## src/rtl/s_axi_write_mux.sv

```systemverilog
// AXI4-Lite write slave for the DFX sequencer register file.
// Accepts AW and W independently, decodes bank0 registers and bank1
// slot-table fields, commits one write at a time against a bank-side
// ready, and keeps saturating OKAY/SLVERR counters.
module s_axi_write_mux #(
   parameter int ADDR_WIDTH        = 16,
   parameter int DATA_WIDTH        = 32,
   parameter int BANK1_INDEX_WIDTH = 2,
   parameter int BANK1_FIELD_COUNT = 6,
   parameter int BANK0_REG_COUNT   = 4,
   parameter int CNT_WIDTH         = 16
) (
   input  logic                         clk,
   input  logic                         reset,
   input  logic [ADDR_WIDTH-1:0]        S_AXI_AWADDR,
   input  logic                         S_AXI_AWVALID,
   output logic                         S_AXI_AWREADY,
   input  logic [DATA_WIDTH-1:0]        S_AXI_WDATA,
   input  logic [DATA_WIDTH/8-1:0]      S_AXI_WSTRB,
   input  logic                         S_AXI_WVALID,
   output logic                         S_AXI_WREADY,
   output logic [1:0]                   S_AXI_BRESP,
   output logic                         S_AXI_BVALID,
   input  logic                         S_AXI_BREADY,
   input  logic                         ext_wr_ready,
   output logic [BANK1_INDEX_WIDTH-1:0] ext_wr_index,
   output logic [DATA_WIDTH-1:0]        ext_wr_data,
   output logic [DATA_WIDTH/8-1:0]      ext_wr_strb,
   output logic [BANK1_FIELD_COUNT-1:0] ext_bank1_set,
   output logic [BANK0_REG_COUNT-1:0]   ext_bank0_set,
   output logic [CNT_WIDTH-1:0]         wr_ok_cnt,
   output logic [CNT_WIDTH-1:0]         wr_err_cnt
);

   localparam int LW = ADDR_WIDTH - 2;

   typedef enum logic [1:0] {ST_IDLE, ST_COMMIT, ST_RESP} state_t;

   state_t                         r_state;
   logic                           r_aw_held, r_w_held;
   logic                           r_awready, r_wready, r_bvalid;
   logic [1:0]                     r_bresp;
   logic                           r_mapped, r_bank1;
   logic [BANK0_REG_COUNT-1:0]     r_b0_oh;
   logic [BANK1_FIELD_COUNT-1:0]   r_b1_oh;
   logic [BANK1_INDEX_WIDTH-1:0]   r_index;
   logic [DATA_WIDTH-1:0]          r_data;
   logic [DATA_WIDTH/8-1:0]        r_strb;
   logic [CNT_WIDTH-1:0]           r_ok_cnt, r_err_cnt;

   logic [1:0]                     w_bank;
   logic [LW-1:0]                  w_addr_low, w_reg_num, w_b1_upper;
   logic [3:0]                     w_field;
   logic                           w_b0_map, w_b1_map;
   logic [BANK0_REG_COUNT-1:0]     w_b0_oh;
   logic [BANK1_FIELD_COUNT-1:0]   w_b1_oh;
   logic                           w_aw_hs, w_w_hs, w_aw_next, w_w_next;
   logic                           w_set_en;

   // Address decode of the incoming AWADDR; registered on AW acceptance
   always_comb begin
      w_bank     = S_AXI_AWADDR[ADDR_WIDTH-1 -: 2];
      w_addr_low = S_AXI_AWADDR[LW-1:0];
      w_reg_num  = w_addr_low >> 6;
      w_b1_upper = w_addr_low >> (6 + BANK1_INDEX_WIDTH);
      w_field    = S_AXI_AWADDR[5:2];
      w_b0_map   = (w_bank == 2'b00) && (w_reg_num < LW'(BANK0_REG_COUNT))
                   && (S_AXI_AWADDR[5:0] == 6'd0);
      w_b1_map   = (w_bank == 2'b01) && ({1'b0, w_field} < 5'(BANK1_FIELD_COUNT))
                   && (w_b1_upper == '0) && (S_AXI_AWADDR[1:0] == 2'b00);
      w_b0_oh    = '0;
      for (int unsigned i = 0; i < BANK0_REG_COUNT; i++)
         w_b0_oh[i] = (w_reg_num == LW'(i));
      w_b1_oh    = '0;
      for (int unsigned i = 0; i < BANK1_FIELD_COUNT; i++)
         w_b1_oh[i] = ({1'b0, w_field} == 5'(i));
   end

   assign w_aw_hs   = S_AXI_AWVALID && r_awready;
   assign w_w_hs    = S_AXI_WVALID && r_wready;
   assign w_aw_next = r_aw_held || w_aw_hs;
   assign w_w_next  = r_w_held || w_w_hs;

   // Set pulses are masked during reset so an abandoned commit never writes
   assign w_set_en = !reset && (r_state == ST_COMMIT) && ext_wr_ready
                     && r_mapped && (r_strb != '0);

   // Channel collection, commit and response sequencing with counters
   always_ff @(posedge clk) begin
      if (reset) begin
         r_state   <= ST_IDLE;
         r_aw_held <= 1'b0;
         r_w_held  <= 1'b0;
         r_awready <= 1'b0;
         r_wready  <= 1'b0;
         r_bvalid  <= 1'b0;
         r_bresp   <= 2'b00;
         r_mapped  <= 1'b0;
         r_bank1   <= 1'b0;
         r_b0_oh   <= '0;
         r_b1_oh   <= '0;
         r_index   <= '0;
         r_data    <= '0;
         r_strb    <= '0;
         r_ok_cnt  <= '0;
         r_err_cnt <= '0;
      end else begin
         case (r_state)
            ST_IDLE: begin
               if (w_aw_hs) begin
                  r_mapped <= w_b0_map || w_b1_map;
                  r_bank1  <= w_b1_map;
                  r_b0_oh  <= w_b0_map ? w_b0_oh : '0;
                  r_b1_oh  <= w_b1_map ? w_b1_oh : '0;
                  r_index  <= S_AXI_AWADDR[6 +: BANK1_INDEX_WIDTH];
               end
               if (w_w_hs) begin
                  r_data <= S_AXI_WDATA;
                  r_strb <= S_AXI_WSTRB;
               end
               r_aw_held <= w_aw_next;
               r_w_held  <= w_w_next;
               if (w_aw_next && w_w_next) begin
                  r_state   <= ST_COMMIT;
                  r_awready <= 1'b0;
                  r_wready  <= 1'b0;
               end else begin
                  r_awready <= !w_aw_next;
                  r_wready  <= !w_w_next;
               end
            end
            ST_COMMIT: begin
               if (!r_mapped) begin
                  r_bresp  <= 2'b10;
                  r_bvalid <= 1'b1;
                  r_state  <= ST_RESP;
                  if (r_err_cnt != '1) r_err_cnt <= r_err_cnt + CNT_WIDTH'(1);
               end else if (ext_wr_ready) begin
                  r_bresp  <= 2'b00;
                  r_bvalid <= 1'b1;
                  r_state  <= ST_RESP;
                  if (r_ok_cnt != '1) r_ok_cnt <= r_ok_cnt + CNT_WIDTH'(1);
               end
            end
            ST_RESP: begin
               if (S_AXI_BREADY) begin
                  r_bvalid  <= 1'b0;
                  r_aw_held <= 1'b0;
                  r_w_held  <= 1'b0;
                  r_awready <= 1'b1;
                  r_wready  <= 1'b1;
                  r_state   <= ST_IDLE;
               end
            end
            default: r_state <= ST_IDLE;
         endcase
      end
   end

   assign S_AXI_AWREADY = r_awready;
   assign S_AXI_WREADY  = r_wready;
   assign S_AXI_BVALID  = r_bvalid;
   assign S_AXI_BRESP   = r_bresp;
   assign ext_wr_index  = r_index;
   assign ext_wr_data   = r_data;
   assign ext_wr_strb   = r_strb;
   assign ext_bank0_set = (w_set_en && !r_bank1) ? r_b0_oh : '0;
   assign ext_bank1_set = (w_set_en && r_bank1) ? r_b1_oh : '0;
   assign wr_ok_cnt     = r_ok_cnt;
   assign wr_err_cnt    = r_err_cnt;

endmodule
```

## config.mk

```make
export PLATFORM = sky130hd
export DESIGN_NAME = s_axi_write_mux
export DESIGN_NICKNAME = d
export VERILOG_FILES = /design/src/rtl/s_axi_write_mux.sv
export SDC_FILE = /design/constraint.sdc
export NUM_CORES = 1
export LEC_CHECK = 0
export CORE_MARGIN = 2
export CORE_UTILIZATION = 44
export DETAILED_ROUTE_END_ITERATION = 12
export GPL_ROUTABILITY_DRIVEN = 0
export GPL_TIMING_DRIVEN = 0
export PLACE_DENSITY_LB_ADDON = 0.05
export SYNTH_ARGS = -nofsm -noshare
export SYNTH_HDL_FRONTEND = slang
export SYNTH_SLANG_ARGS = --single-unit
```

## constraint.sdc

```tcl
create_clock -name clk -period 2.8 [get_ports clk]
set_input_delay 0.56 -clock clk [delete_from_list [all_inputs] [get_ports clk]]
set_output_delay 0.56 -clock clk [all_outputs]
set_load 0.01 [all_outputs]
```

==> flow_metrics.tcl <==
set metrics [dict create \
    critPathTopFamily "buffers and inverters" \
    synthDominantCellAreaShare 0.4632 \
    max_slew_margin 0.3514 \
    synth-main-ff-cell "sky130_fd_sc_hd__dfxtp_1" \
    detailedRoute.firstPassIterationCount 5 \
    grt_antenna_before_repair 0 \
    count_of_different_cell_masters_after_synthesis 46 \
    post_route_cells_drive_above_1_share 0.05651 \
    sum_of_routed_wire_length_over_all_layers_um 11010 \
    cp-start-kind "primary input" \
    clock_sink_count 90 \
    clk_root_buffer_cell "sky130_fd_sc_hd__clkbuf_8" \
    timing.clock.skew_ns 0.01228 \
    required_ns 2.24 \
    ir_drop_mv 0.2744 \
    area.sequential_um2 1808 \
    combined_area_of_the_multi_input_logic_cells_um2 2008 \
    via_count 4023 \
    post_synth_inst_count 479 \
    drt-initial-drc-count 139 \
    detail_route.wl_per_cell_um 14.77 \
    clk_pin_slew_ns 0.09 \
    fillerInstances 749 \
    yosysTopAreaCell "sky130_fd_sc_hd__dfxtp_1" \
    result_of_the_run "finished clean" \
    final_antenna_net_count 0 \
    globalRouteOverflowTotal 0 \
    finalNetCount 692 \
    synth_async_sr_flop_share 0 \
    die-area_um2 9609 \
    synth.top_cells.by_area "sky130_fd_sc_hd__dfxtp_1, sky130_fd_sc_hd__nand2_1, sky130_fd_sc_hd__a21oi_1" \
    timing.critical_path.to_type "primary output" \
    total_number_of_cells_along_the_worst_setup_path 6 \
    cts_inserted_buffers 9 \
    area.growth.synth_to_final_pct 46.45 \
    power-per-cell-area_nw_per_um2 464.6 \
    worstRegToRegCells 5 \
    synth_most_common_cell "sky130_fd_sc_hd__nand2_1" \
    max_cap_violations 0 \
    clock_insertion_delay_worst_skew_ns 0.36 \
    clockBufferDepth 2 \
    drt-vias-per-instance 5.400 \
    dp_worst_setup_slack_ns -0.9727 \
    tritoncts "yes" \
    rsz0062_at_grt "no" \
    worstPathCellList "dlygate4sd2_1 -> nand4b_1 -> buf_4 -> nor4_4 -> and2_1 -> clkdlybuf4s50_1" \
    overall_routing_resource_usage 0.2283 \
    via_count_of_the_first_global_routing_pass 3794 \
    timing.critical_path.arrival_ns 2.15 \
    coreArea_um2 8636 \
    grt_start_max_net_pins 17 \
    yosys_register_bits 90 \
    top_cells_by_instance_count_after_synthesis "sky130_fd_sc_hd__nand2_1, sky130_fd_sc_hd__dfxtp_1, sky130_fd_sc_hd__a21oi_1" \
    hold_violations 0 \
    dp.final_hpwl_um 8047 \
    path_buf_inv 3 \
    remaining_drc_errors 0 \
    die_height_um 98.03 \
    synth_nets 539 \
    power.static_leakage_nw 1.902 \
    hold_slack_ns 0.4513 \
    synth_area_um2 3890 \
    layout_worst_path_cycle_share 0.9675 \
    crit_type "in2out" \
    synth.avg_cell_area_um2 8.121 \
    finalSetupViolations 0 \
    starting_density_of_the_core 0.4504 \
    timing.hold.worst.class "reg2reg" \
    cp_slowest_cell "sky130_fd_sc_hd__clkdlybuf4s50_1" \
    placement_rows 34 \
    grt_first_pass_wirelength_um 18150 \
    fmax_mhz 369.1 \
    worst_path_largest_cell_delay_ns 0.54 \
    synthesis.yosys.warnings 0 \
    edff_count_synth 0 \
    chipWidth_um 98.03 \
    yosysSeqAreaShare 0.4632 \
    htree_levels 3 \
    diodes 0 \
    max_slew.worst_pin.slew_ns 0.9639 \
    critical_path.max_fanout 4 \
    finalWorstPathRequiredPeriod_ns 2.709 \
    io_buffers 140 \
    drv_slew 0 \
    postLayoutSetupSlackWorst_ns 0.09100 \
    holdPathStages 2 \
    boundaryPins 143 \
]
[per-layer routing]
layer | GRT usage | vias to the layer above | wire length [um]
met1 | 0.2830 | 1865 | 4829
li1 | - | 2029 | -
met5 | 0 | - | 0
met2 | 0.3788 | 113 | 5247
met3 | 0.07230 | 16 | 768
met4 | 0.07265 | 0 | 159
[worst register-to-register path, cell delays in order, from the launching register on]
cell                      delay (ns)
sky130_fd_sc_hd__dfxtp_1        0.48
sky130_fd_sc_hd__ha_1           0.31
sky130_fd_sc_hd__nand3_1        0.26
sky130_fd_sc_hd__nor4_1         0.89
sky130_fd_sc_hd__nor2_1         0.19
sky130_fd_sc_hd__mux2_2         0.32
[logic make-up (layout without fill, tap and decap cells)]
logic type / Yosys count / in the layout / synth area share
and+or+nand+nor: 237 / 237 / 0.3123
AOI/OAI and AO/OA: 110 / 110 / 0.1631
DFF: 90 / 90 / 0.4632
buffers and inverters: 30 / 188 / 0.02991
muxes: 8 / 8 / 0.02187
adders and majority gates: 2 / 2 / 0.006432
other: 1 / 1 / 0.0009640
xor gates and xnor gates: 1 / 1 / 0.002252
[final timing paths]
kind,from,end,slack (ns)
max reg2reg,wr_ok_cnt[0],wr_ok_cnt[0],0.26
max,ext_wr_ready,ext_bank0_set[2],0.09
min,r_b1_oh[5],r_b1_oh[5],0.45
min reg2reg,r_b1_oh[5],r_b1_oh[5],0.45
[power by group]
part / switching, W / total [W] / internal [W]
clock network: 0.000495 / 0.000940 / 0.000445
registers: 0.0000289 / 0.00135 / 0.00132
logic: 0.000170 / 0.000355 / 0.000185
[sequential cells by signal, indices dropped and copies added (netlist names)]
signal         count
r_b1_oh            6
ext_wr_strb        4
ext_wr_index       2
r_state            2
S_AXI_BVALID       1
r_bank1            1
ext_wr_data       32
S_AXI_WREADY       1
r_aw_held          1
r_w_held           1
wr_ok_cnt         16
r_b0_oh            4
r_mapped           1
wr_err_cnt        16
S_AXI_BRESP        1
S_AXI_AWREADY      1
[through the flow]
stage | instances | setup TNS, ns | total power (W) | area, um^2 | util
after floorplan | 479 | 0 | 0.001523 | 3890 | -
after global placement | 727 | -8.229 | 0.001724 | 5426 | 0.6284
after detailed placement | 727 | -8.393 | 0.001731 | 5426 | 0.6284
after CTS | 745 | 0 | 0.002663 | 5688 | 0.6587
after global routing | 745 | 0 | 0.002756 | 5697 | 0.6597
final | 745 | 0 | 0.002647 | 5697 | 0.6597
[what timing repair did]
| action | in CTS | in global routing |
|---|---|---|
| endpoints found under the setup margin | 10 | 9 |
| resized for setup | 7 | 5 |
| endpoints found under the hold margin | 0 | 0 |
| hold buffers | 0 | 0 |
| buffers inserted | 3 | 0 |
| pin swaps | 1 | 0 |
| cloned | 0 | 0 |
[final cells by class]
type                            count  share of cell area
Multi-Input combinational cell    359              0.3525
Buffer                             23             0.01581
Sequential cell                    90              0.3174
Tap cell                          108             0.02372
Clock inverter                      6             0.01252
Clock buffer                       10             0.02416
Timing Repair Buffer              143              0.2499
Inverter                            6            0.003953
[layout by cell type, fill, tap and decap left out, types with 9 or more instances in the layout]
master and instances:
sky130_fd_sc_hd__clkbuf_1 19, sky130_fd_sc_hd__and2_1 11, sky130_fd_sc_hd__nor2_1 20, sky130_fd_sc_hd__o21ai_0 9, sky130_fd_sc_hd__nand4_1 17, sky130_fd_sc_hd__o31ai_1 11, sky130_fd_sc_hd__a21oi_1 73, sky130_fd_sc_hd__or4_1 13
sky130_fd_sc_hd__nand2_1 101, sky130_fd_sc_hd__dfxtp_1 87, sky130_fd_sc_hd__clkdlybuf4s50_1 137, sky130_fd_sc_hd__clkbuf_8 10, sky130_fd_sc_hd__nor3_1 12, sky130_fd_sc_hd__nand3_1 15
Power figures use the tool's default switching activity.
